===== config.mk =====
export PLATFORM = sky130hd
export DESIGN_NAME = color_frame_classifier
export DESIGN_NICKNAME = d
export VERILOG_FILES = /design/src/rtl/color_frame_classifier.sv
export SDC_FILE = /design/constraint.sdc
export NUM_CORES = 1
export LEC_CHECK = 0
export BUFFER_PORTS_ARGS = -buffer_cell sky130_fd_sc_hd__clkbuf_2
export CELL_PAD_IN_SITES_DETAIL_PLACEMENT = 0
export CELL_PAD_IN_SITES_GLOBAL_PLACEMENT = 2
export CORE_MARGIN = 3
export CORE_UTILIZATION = 41
export DETAILED_ROUTE_END_ITERATION = 10
export GPL_ROUTABILITY_DRIVEN = 0
export GPL_TIMING_DRIVEN = 0
export PLACE_DENSITY = 0.9
export SLEW_MARGIN = 20
export SYNTH_ARGS = -nofsm -noshare
export SYNTH_HDL_FRONTEND = slang
export SYNTH_SLANG_ARGS = --single-unit

===== constraint.sdc =====
create_clock -name p_clock -period 5.3 [get_ports p_clock]
set_clock_uncertainty 0.15 [all_clocks]
set_input_delay 0.265 -clock p_clock [delete_from_list [all_inputs] [get_ports p_clock]]
set_output_delay 0.265 -clock p_clock [all_outputs]
set_load 0.01 [all_outputs]

===== src/rtl/color_frame_classifier.sv =====
// Frame-level RGB565 colour classifier: counts red/green/blue pixels over a frame and
// issues a registered majority decision on led with a one-cycle result_valid strobe.
module color_frame_classifier #(
    parameter int unsigned CNT_W      = 20,
    parameter int unsigned MIN_PIXELS = 16,
    parameter int unsigned R_HI       = 17,
    parameter int unsigned R_LO       = 11,
    parameter int unsigned G_HI       = 28,
    parameter int unsigned G_LO       = 20,
    parameter int unsigned B_HI       = 17,
    parameter int unsigned B_LO       = 11
) (
    input  logic             p_clock,
    input  logic             rst_n,
    input  logic             pixel_valid,
    input  logic [15:0]      pixel_data,
    input  logic             frame_start,
    input  logic             frame_end,
    output logic [2:0]       led,
    output logic             result_valid,
    output logic [CNT_W-1:0] count_r,
    output logic [CNT_W-1:0] count_g,
    output logic [CNT_W-1:0] count_b,
    output logic             busy
);

    localparam logic [4:0]       RHiV = 5'(R_HI);
    localparam logic [4:0]       RLoV = 5'(R_LO);
    localparam logic [5:0]       GHiV = 6'(G_HI);
    localparam logic [5:0]       GLoV = 6'(G_LO);
    localparam logic [4:0]       BHiV = 5'(B_HI);
    localparam logic [4:0]       BLoV = 5'(B_LO);
    localparam logic [CNT_W-1:0] MinV = CNT_W'(MIN_PIXELS);

    typedef enum logic [1:0] {StIdle, StAccum, StFlush, StDecide} state_e;

    state_e           state_q, state_d;
    logic [2:0]       cls_q, cls_d;  // one-hot {red, green, blue}; 000 = none
    logic [CNT_W-1:0] cnt_r_q, cnt_r_d, cnt_g_q, cnt_g_d, cnt_b_q, cnt_b_d;
    logic [CNT_W-1:0] out_r_q, out_r_d, out_g_q, out_g_d, out_b_q, out_b_d;
    logic [2:0]       led_q, led_d;
    logic             valid_q, valid_d;

    logic [4:0] pix_r;
    logic [5:0] pix_g;
    logic [4:0] pix_b;
    logic [2:0] pix_cls;

    assign pix_r = pixel_data[15:11];
    assign pix_g = pixel_data[10:5];
    assign pix_b = pixel_data[4:0];

    assign pix_cls[2] = (pix_r > RHiV) && (pix_g < GLoV) && (pix_b < BLoV);
    assign pix_cls[1] = (pix_r < RLoV) && (pix_g > GHiV) && (pix_b < BLoV);
    assign pix_cls[0] = (pix_r < RLoV) && (pix_g < GLoV) && (pix_b > BHiV);

    function automatic logic [CNT_W-1:0] sat_inc(input logic [CNT_W-1:0] v, input logic en);
        return (en && (v != '1)) ? v + CNT_W'(1) : v;
    endfunction

    // Majority decision over the settled counters
    logic             max_r, max_g, max_b;
    logic [CNT_W-1:0] max_val;
    logic [2:0]       decision;

    always_comb begin
        max_r    = (cnt_r_q >= cnt_g_q) && (cnt_r_q >= cnt_b_q);
        max_g    = (cnt_g_q >= cnt_r_q) && (cnt_g_q >= cnt_b_q);
        max_b    = (cnt_b_q >= cnt_r_q) && (cnt_b_q >= cnt_g_q);
        max_val  = max_r ? cnt_r_q : (max_g ? cnt_g_q : cnt_b_q);
        decision = 3'b000;
        if (max_val < MinV) begin
            decision = 3'b000;
        end else if ($onehot({max_r, max_g, max_b})) begin
            decision = {max_r, max_g, max_b};
        end else begin
            decision = 3'b111;
        end
    end

    always_comb begin
        state_d = state_q;
        cls_d   = 3'b000;
        cnt_r_d = sat_inc(cnt_r_q, cls_q[2]);
        cnt_g_d = sat_inc(cnt_g_q, cls_q[1]);
        cnt_b_d = sat_inc(cnt_b_q, cls_q[0]);
        out_r_d = out_r_q;
        out_g_d = out_g_q;
        out_b_d = out_b_q;
        led_d   = led_q;
        valid_d = 1'b0;
        case (state_q)
            StIdle: begin
                if (frame_start) begin
                    cnt_r_d = '0;
                    cnt_g_d = '0;
                    cnt_b_d = '0;
                    state_d = StAccum;
                end
            end
            StAccum: begin
                // A restart wins over a simultaneous frame_end and drops the partial frame
                if (frame_start) begin
                    cnt_r_d = '0;
                    cnt_g_d = '0;
                    cnt_b_d = '0;
                end else begin
                    if (pixel_valid) begin
                        cls_d = pix_cls;
                    end
                    if (frame_end) begin
                        state_d = StFlush;
                    end
                end
            end
            StFlush: begin
                state_d = StDecide;
            end
            StDecide: begin
                led_d   = decision;
                out_r_d = cnt_r_q;
                out_g_d = cnt_g_q;
                out_b_d = cnt_b_q;
                valid_d = 1'b1;
                state_d = StIdle;
            end
            default: begin
                state_d = StIdle;
            end
        endcase
    end

    always_ff @(posedge p_clock or negedge rst_n) begin
        if (!rst_n) begin
            state_q <= StIdle;
            cls_q   <= 3'b000;
            cnt_r_q <= '0;
            cnt_g_q <= '0;
            cnt_b_q <= '0;
            out_r_q <= '0;
            out_g_q <= '0;
            out_b_q <= '0;
            led_q   <= 3'b000;
            valid_q <= 1'b0;
        end else begin
            state_q <= state_d;
            cls_q   <= cls_d;
            cnt_r_q <= cnt_r_d;
            cnt_g_q <= cnt_g_d;
            cnt_b_q <= cnt_b_d;
            out_r_q <= out_r_d;
            out_g_q <= out_g_d;
            out_b_q <= out_b_d;
            led_q   <= led_d;
            valid_q <= valid_d;
        end
    end

    assign led          = led_q;
    assign result_valid = valid_q;
    assign count_r      = out_r_q;
    assign count_g      = out_g_q;
    assign count_b      = out_b_q;
    assign busy         = (state_q != StIdle);

endmodule


# Word-level counts from Yosys, hierarchy flattened
# Cells that the tools add are included.
# totals
regBits	129
output_inout_bits	65
wordCells	75
# op_classes
add_sub_neg	5
magnitude_cmp	13
n_eq_ne	10
n_mux	21
reduce_logical	16
# ops
cell	count
20-bit two-way mux	11
20-bit greater-or-equal comparator	6
20-bit by 1-bit adder with 20-bit output, second input constant	3
20-bit inequality test, second input constant	3
20-bit by 5-bit less-than comparator with 1-bit output, second input constant	1
3-bit two-way mux	5
1-bit logical AND	12
5-bit greater-than comparator, second input constant	2
5-bit by 4-bit less-than comparator with 1-bit output, second input constant	2
2-bit case mux with 4 select lines	1
6-bit by 5-bit greater-than comparator with 1-bit output, second input constant	1
6-bit by 5-bit less-than comparator with 1-bit output, second input constant	1
2-bit two-way mux	3
2-bit inequality test, second input constant	3
2-bit by 1-bit == test with 1-bit output, second input constant	2
2-bit == test, second input constant	2
3-bit AND reduction	1
1-bit by 1-bit adder with 2-bit output	1
2-bit by 1-bit adder with 2-bit output	1
2-bit zero test	1
2-bit nonzero test	1
2-bit OR reduction	1
1-bit two-way mux	1

# Longest topological paths before layout
# Gate-level depths: netlist of run 1.
# logic_depth
word_depth	7
depth_mapped	14

# Worst setup path after synthesis of run 1
# OpenSTA, ideal clock, no wires.
# synth_timing
path_kind	reg2reg
startpoint	register cnt_g_q[1]
endpoint	register led_q[2], in the netlist led[2]
setup_ns	0.082
arrival_time_ns	3.105
t_required_ns	5.068
setup_slack_ns	1.963
stages_incl_launch_ff	13
path_cell_list	dfrtp_1 inv_1 ha_1 nor2b_1 o21ai_1 nand2_1 a221o_1 or3_1 a21oi_1 fa_1 and2b_1 or4_1 a31oi_1
# synth_via
elab_chain_len	7
# synth_rtl
element	line	source
start, declared	39	logic [CNT_W-1:0] cnt_r_q, cnt_r_d, cnt_g_q, cnt_g_d, cnt_b_q, cnt_b_d;
start signal, assigned	149	cnt_g_q <= cnt_g_d;
branches (longest 6 deep; another with 20-bit greater-or-equal comparator)	--	
3-bit two-way mux *	72	if (max_val < MinV) begin
end signal, assigned	154	led_q <= led_d;
end, declared	41	logic [2:0] led_q, led_d;
# Mark *: on every way between the ends.
# A chain may end at the register's enable or synchronous reset.

# Final worst setup path of run 1
# layout_timing
startpoint	register cnt_g_q[15]
endpoint	register led_q[2], in the netlist led[2]
# The elaborated chain is that of the path after synthesis.

==> results of run 1 <==
[cells in the mapped netlist (2+ instances only)]
master | n | share of area (%)
dfrtp_1 | 129 | 44
nor2_1 | 85 | 4.4
ha_1 | 67 | 11
mux2_2 | 60 | 9.3
inv_1 | 48 | 2.5
xnor2_1 | 43 | 5.2
nand2_1 | 36 | 1.9
a21oi_1 | 32 | 2.2
nand3_1 | 31 | 2.1
nand4_1 | 20 | 1.7
nor4_1 | 14 | 1.2
clkbuf_1 | 12 | 0.62
nor3_1 | 12 | 0.82
o21ai_0 | 11 | 0.75
and4_1 | 9 | 1.1
xor2_1 | 9 | 1.1
and3_1 | 8 | 0.69
or3_1 | 6 | 0.51
a21o_1 | 5 | 0.51
buf_2 | 5 | 0.34
nor2b_1 | 4 | 0.34
a211oi_1 | 3 | 0.31
a31oi_1 | 3 | 0.26
buf_1 | 3 | 0.15
nand4_2 | 3 | 0.51
o22ai_1 | 3 | 0.26
o31a_1 | 3 | 0.36
a221o_1 | 2 | 0.27
a221oi_1 | 2 | 0.24
a22oi_1 | 2 | 0.21
and2_1 | 2 | 0.17
mux2i_1 | 2 | 0.27
nor4_2 | 2 | 0.34
o21a_1 | 2 | 0.21
o21ai_1 | 2 | 0.14
[path summary, 6_finish.rpt]
| check | to | depth (start not counted) | slack [ns] | startpoint |
|---|---|---|---|---|
| min | cls_q[0] | 4 | 0.02 | pixel_data[10] |
| min reg2reg | count_r[16] | 1 | 0.35 | count_r[16] |
| min in group asynchronous | cnt_r_q[14] | 2 | 0.21 | rst_n |
| max in group asynchronous | count_b[13] | 3 | 4.08 | rst_n |
| max reg2reg | led[2] | 10 | 1.38 | cnt_g_q[15] |
| max | led[2] | 10 | 1.38 | cnt_g_q[15] |
[per-layer routing]
layer,global-route usage [%],share of wire (%)
met5,0,0
met4,7.72,2.2
met3,5.43,4.5
met2,33.7,48
met1,26.0,45
[cell type report]
cell class	count	area, um2
tap	225	282
buffer	20	81.3
timing repair buffer	94	542
multi-input combinational	506	3800
inverter	48	180
fill	1578	8610
clock inverter	13	185
clock buffer	19	443
sequential	129	3230
[logic make-up after synthesis]
logic type | count (synthesis)
compound gates | 81
xor+xnor | 52
fa+ha+maj | 68
buf+inv | 68
flops | 129
mux | 62
simple gates | 243
[stage by stage]
| stage | setup WS, ns | power (mW) | utilization, % | hold slack (ns) |
|---|---|---|---|---|
| final | 1.38 | 2.74 | 50.4 | 0.0214 |
| after detailed placement | 1.41 | 1.51 | 46.3 | 0.110 |
| after floorplan | 1.96 | 1.35 | - | -0.181 |
| after global routing | 1.10 | 2.86 | 50.4 | 0.0352 |
| after CTS | 1.38 | 2.76 | 50.4 | 0.0361 |
| after global placement | 1.47 | 1.49 | 46.1 | 0.307 |
[power by group through the flow]
stage / registers, mW / logic, mW / clock network, mW
detailed placement: 1.05 / 0.463 / 0
finish: 1.03 / 0.464 / 1.24
global placement: 1.05 / 0.439 / 0
CTS: 1.03 / 0.470 / 1.26
floorplan: 1.05 / 0.298 / 0
global route: 1.03 / 0.509 / 1.32
[cells in the final DEF (no fill, tap or decap), drive strengths merged, types with 3 or more instances in the layout]
cell type,synthesis,routed
and3,8,8
a31oi,3,3
or3,6,6
xnor2,43,43
nor4,17,17
and2,3,3
dfrtp,129,129
and4,9,9
a21o,5,5
ha,67,67
buf,8,9
dlygate4sd3,0,8
inv,48,49
nand4,24,24
nor2b,4,4
nor2,85,85
o21ai,13,13
a21oi,32,32
o22ai,3,3
nand3,32,32
xor2,9,9
clkinv,0,6
clkbuf,12,116
nor3,13,13
bufinv,0,4
nand2,36,36
a211oi,3,3
mux2,60,60
o31a,4,4
[state kept, by name, indices dropped and copies added (netlist names)]
name and count:
cnt_r_q 20, cnt_g_q 20, state_q 2, count_g 20, cls_q 3, result_valid 1
led 3, cnt_b_q 20, count_b 20, count_r 20
[worst register-to-register path, stage by stage (launching register included)]
cell     delay (ns)
dfrtp_1        0.51
inv_1          0.12
ha_1           0.35
nand4_1        0.17
nor4_1         0.62
nand4_1        0.33
a21oi_1        0.36
fa_1           0.46
and2b_1        0.19
or4_1          0.41
a31oi_1        0.17
==> impl_metrics.json, run 1 <==
{
  "synth_top_family_by_area": "simple AND/OR/NAND/NOR gates",
  "setup_viol": 0,
  "num-nets-final": 905,
  "drt_iter0_drc": 244,
  "vias": 5703,
  "synth_mux_area_share_pct": 9.54,
  "cp-start-kind": "flop",
  "die_area_um2": 19400,
  "gr-total-overflow": 0,
  "drc": 0,
  "ys_types": 58,
  "dp.cells": 1014,
  "syn-mean-instance-area_um2": 10.4,
  "finalMaxSlewViolations": 0,
  "ys.flop_type": "dfrtp_1",
  "switching_share_pct": 27.8,
  "power_density_nw_per_um2": 313,
  "grt_start_max_net_pins": 75,
  "crit_path_top_delay_cell": "nor4_1",
  "dr.pass1.iters": 5,
  "status": "completed",
  "finalCriticalPeriod_ns": 3.92,
  "antenna_found_initial": 0,
  "clkPwrFrac_pct": 45.4,
  "tightest_slew_ns": 0.748,
  "synth_xor_area_share_pct": 6.24,
  "synthAdderAreaFrac_pct": 11.8,
  "cts.root.buffer_cell": "clkbuf_16",
  "cp_common_cell": "nand4_1",
  "io_pins": 86,
  "syn-cell-area_um2": 7290,
  "synth_nets": 792,
  "fmax_mhz": 255,
  "port_buffers": 85,
  "grtUsageTotal_pct": 20.5,
  "yosys_warnings": 0,
  "drive_above_1_share_pct": 23.5,
  "wl_um": 18900,
  "instances_no_fill": 1054,
  "vias_per_cell": 5.41,
  "critPathBufInv": 1,
  "relSlewSlack_pct": 50.1,
  "async_reset_ff_share_pct": 100,
  "cp.arrival_ns": 4.11,
  "share_comb_of_total_power_pct": 17.0,
  "htree_levels": 4,
  "internal_power_mw": 1.98,
  "yosys.area_share.simple_pct": 17.3,
  "die_x_um": 139,
  "wl_per_cell_um": 18.0,
  "cap_violations": 0,
  "die_h_um": 139,
  "synth_compound_area_share_pct": 7.29,
  "ys_ff_latch": 129,
  "hpwlAfterDp_um": 14300,
  "max_stage_delay_ns": 0.62,
  "cts_resized": 0,
  "synthToLayoutAreaGrowth_pct": 19.9,
  "postSynthCellCount": 703,
  "worst-path-max-fanout": 7,
  "path_cells": "inv_1 > ha_1 > nand4_1 > nor4_1 > nand4_1 > a21oi_1 > fa_1 > and2b_1 > or4_1 > a31oi_1",
  "min_period_over_period_pct": 73.9,
  "cts_tree": "built",
  "cts_hold_buf": 8,
  "leakage_nw": 4.23,
  "finalInstanceArea_um2": 8740,
  "core_um2": 17400,
  "rsz0062_at_grt": "false",
  "placed_cell_area_um2": 8040,
  "diodes": 0,
  "critPathKind": "flop to flop",
  "num_rows": 48,
  "initial_core_util_pct": 42.0,
  "hp-class": "input port to flop",
  "numClockSinks": 129,
  "post_cts.repair.setup_buffers": 0,
  "numCtsBuffers": 17,
  "clk_latency_ns": 0.43,
  "cpLargestDelayFamily": "simple AND/OR/NAND/NOR gates",
  "p_switching_uw": 762,
  "power_frac_seq_pct": 37.6,
  "finalSetupTns_ns": 0,
  "required_ns": 5.50,
  "crit_path_end_kind": "flop",
  "max-vdd-ir-drop_uv": 264,
  "hold_viol": 0,
  "grt_pass1_wl_um": 31400,
  "clk_pin_slew_worst_paths_ns": 0.06,
  "ys_seq_area_share_pct": 44.3,
  "synth-edff-count": 0,
  "route.antenna.remaining_nets": 0,
  "max-clock-path-buffers": 2,
  "grt_pass1_vias": 6049
}
Note: power is estimated with default switching activity, not from simulation.
==> inputs of run 2 (changes only) <==
CORE_UTILIZATION = 38   (was 41)
PLACE_DENSITY = 0.85   (was 0.9)
clock period = 4.07 ns   (was 5.3 ns; I/O delays follow)
==> impl_metrics.json, run 2 (synthesized netlist as in run 1, its figures left out) <==
{
  "cts_resized": 0,
  "finalCriticalPeriod_ns": 3.86,
  "clk_latency_ns": 0.42,
  "leakage_nw": 4.23,
  "hp-class": "input port to async pin",
  "cp.depth": 10,
  "cts.root.buffer_cell": "clkbuf_16",
  "wl_per_cell_um": 18.0,
  "critPathKind": "flop to flop",
  "numCtsBuffers": 17,
  "cpLargestDelayFamily": "simple AND/OR/NAND/NOR gates",
  "diodes": 0,
  "die_area_um2": 20900,
  "num-nets-final": 907,
  "ff2ff_path_depth": 10,
  "setup_viol": 0,
  "power_density_nw_per_um2": 402,
  "io_pins": 86,
  "min_period_over_period_pct": 94.8,
  "dp.cells": 1023,
  "required_ns": 4.27,
  "rsz0062_at_grt": "false",
  "core_um2": 18800,
  "status": "completed",
  "layout_commonest_cell": "dfrtp_1",
  "regToRegEndpoint": "led[2]",
  "grtUsageTotal_pct": 19.3,
  "timing.reg2reg.setup_slack_ns": 0.21,
  "crit_start": "cnt_g_q[19]",
  "cp.arrival_ns": 4.05,
  "cp-start-kind": "flop",
  "grt_start_max_net_pins": 69,
  "finalInstanceArea_um2": 8760,
  "crit_path_end_kind": "flop",
  "clk_pin_slew_worst_paths_ns": 0.06,
  "antenna_found_initial": 0,
  "r2r_start": "cnt_g_q[19]",
  "num_rows": 50,
  "endpoint": "led[2]",
  "max-clock-path-buffers": 2,
  "route.antenna.remaining_nets": 0,
  "tightest_slew_ns": 0.869,
  "fmax_mhz": 259,
  "grt_pass1_vias": 5891,
  "vias_per_cell": 5.37,
  "final_cell_mix": "dfrtp_1, nor2_1, clkbuf_2",
  "synthToLayoutAreaGrowth_pct": 20.1,
  "nFillCells": 1771,
  "numClockSinks": 129,
  "register_area_um2": 3230,
  "finalSetupTns_ns": 0,
  "htree_levels": 4,
  "post_cts.repair.setup_buffers": 0,
  "multi_input_area_um2": 3800,
  "gr-total-overflow": 0,
  "port_buffers": 85,
  "crit_path_top_delay_cell": "dfrtp_1",
  "fin_util_pct": 46.7,
  "relSlewSlack_pct": 42.1,
  "hpwlAfterDp_um": 14500,
  "finalMaxSlewViolations": 0,
  "die_h_um": 145,
  "max-vdd-ir-drop_uv": 272,
  "drive_above_1_share_pct": 23.6,
  "die_x_um": 145,
  "max_stage_delay_ns": 0.60,
  "drt_iter0_drc": 229,
  "pre_cts_slack_ns": 0.294,
  "worst_slack_ns": 0.212,
  "cp_common_cell": "nand4_1",
  "worst-path-max-fanout": 6,
  "instances_no_fill": 1065,
  "vias": 5723,
  "cts_tree": "built",
  "initial_core_util_pct": 38.9,
  "cap_violations": 0,
  "wl_um": 19200,
  "drc": 0,
  "grt_pass1_wl_um": 31000,
  "placed_cell_area_um2": 8050,
  "dr.pass1.iters": 4,
  "path_cells": "inv_1 > ha_1 > nand4_1 > nor4_1 > nand4_1 > a22oi_1 > fa_1 > and2b_1 > or4_1 > a31oi_1",
  "hold_viol": 0,
  "critPathBufInv": 1
}
[run 2: cell types whose count changed in the layout (fill, tap and decap cells not counted), sizes merged]
cell | previous run | this run
bufinv | 4 | 2
clkbuf | 116 | 118
clkinv | 6 | 5
clkinvlp | 2 | 4
dlygate4sd3 | 8 | 10
inv | 49 | 48
[run 2: metrics by stage]
step                      hold slack (ns)  total power [mW]
final                               0.167              3.52
after floorplan                    -0.242              1.76
after CTS                           0.180              3.57
after detailed placement           0.0671              1.99
after global placement              0.238              1.95
after global routing                0.207              3.67
[run 2: worst min-delay path by stage]
stage | slack [ns] | from | end
6_report | 0.17 | rst_n | count_r[3]
5_1_grt | 0.21 | rst_n | count_r[3]
4_1_cts | 0.18 | rst_n | count_r[3]
3_5_place_dp | 0.07 | rst_n | count_r[3]
3_3_place_gp | 0.24 | pixel_data[4] | cls_q[2]
2_1_floorplan | -0.24 | rst_n | cls_q[0]
[run 2: layout make-up]
class | count | area share [%]
inverters | 48 | 2.06
clock buffers | 21 | 5.49
well taps | 234 | 3.34
flip-flops and latches | 129 | 36.9
repair buffers | 96 | 6.41
plain buffers | 20 | 0.929
multi-input cells | 506 | 43.4
clock inverters | 11 | 1.49
[run 2: report_power, final]
group          total, mW  leakage [nW]  internal, mW  switching, mW
Clock               1.56         0.287         0.969          0.596
Sequential          1.35          1.79          1.32         0.0305
Combinational      0.610          2.15         0.216          0.394
[run 2: routing by layer]
metal / vias up / global-route usage, % / part of all wire, %
li1: 2728 / - / -
met1: 2810 / 24.4 / 44
met2: 152 / 32.1 / 48
met3: 33 / 4.30 / 4.5
met4: 0 / 7.46 / 2.7
met5: - / 0 / 0
[run 2: repair_timing]
action,CTS,global route
setup endpoints to repair,0,0
hold buffers,10,0
hold endpoints to repair,66,0
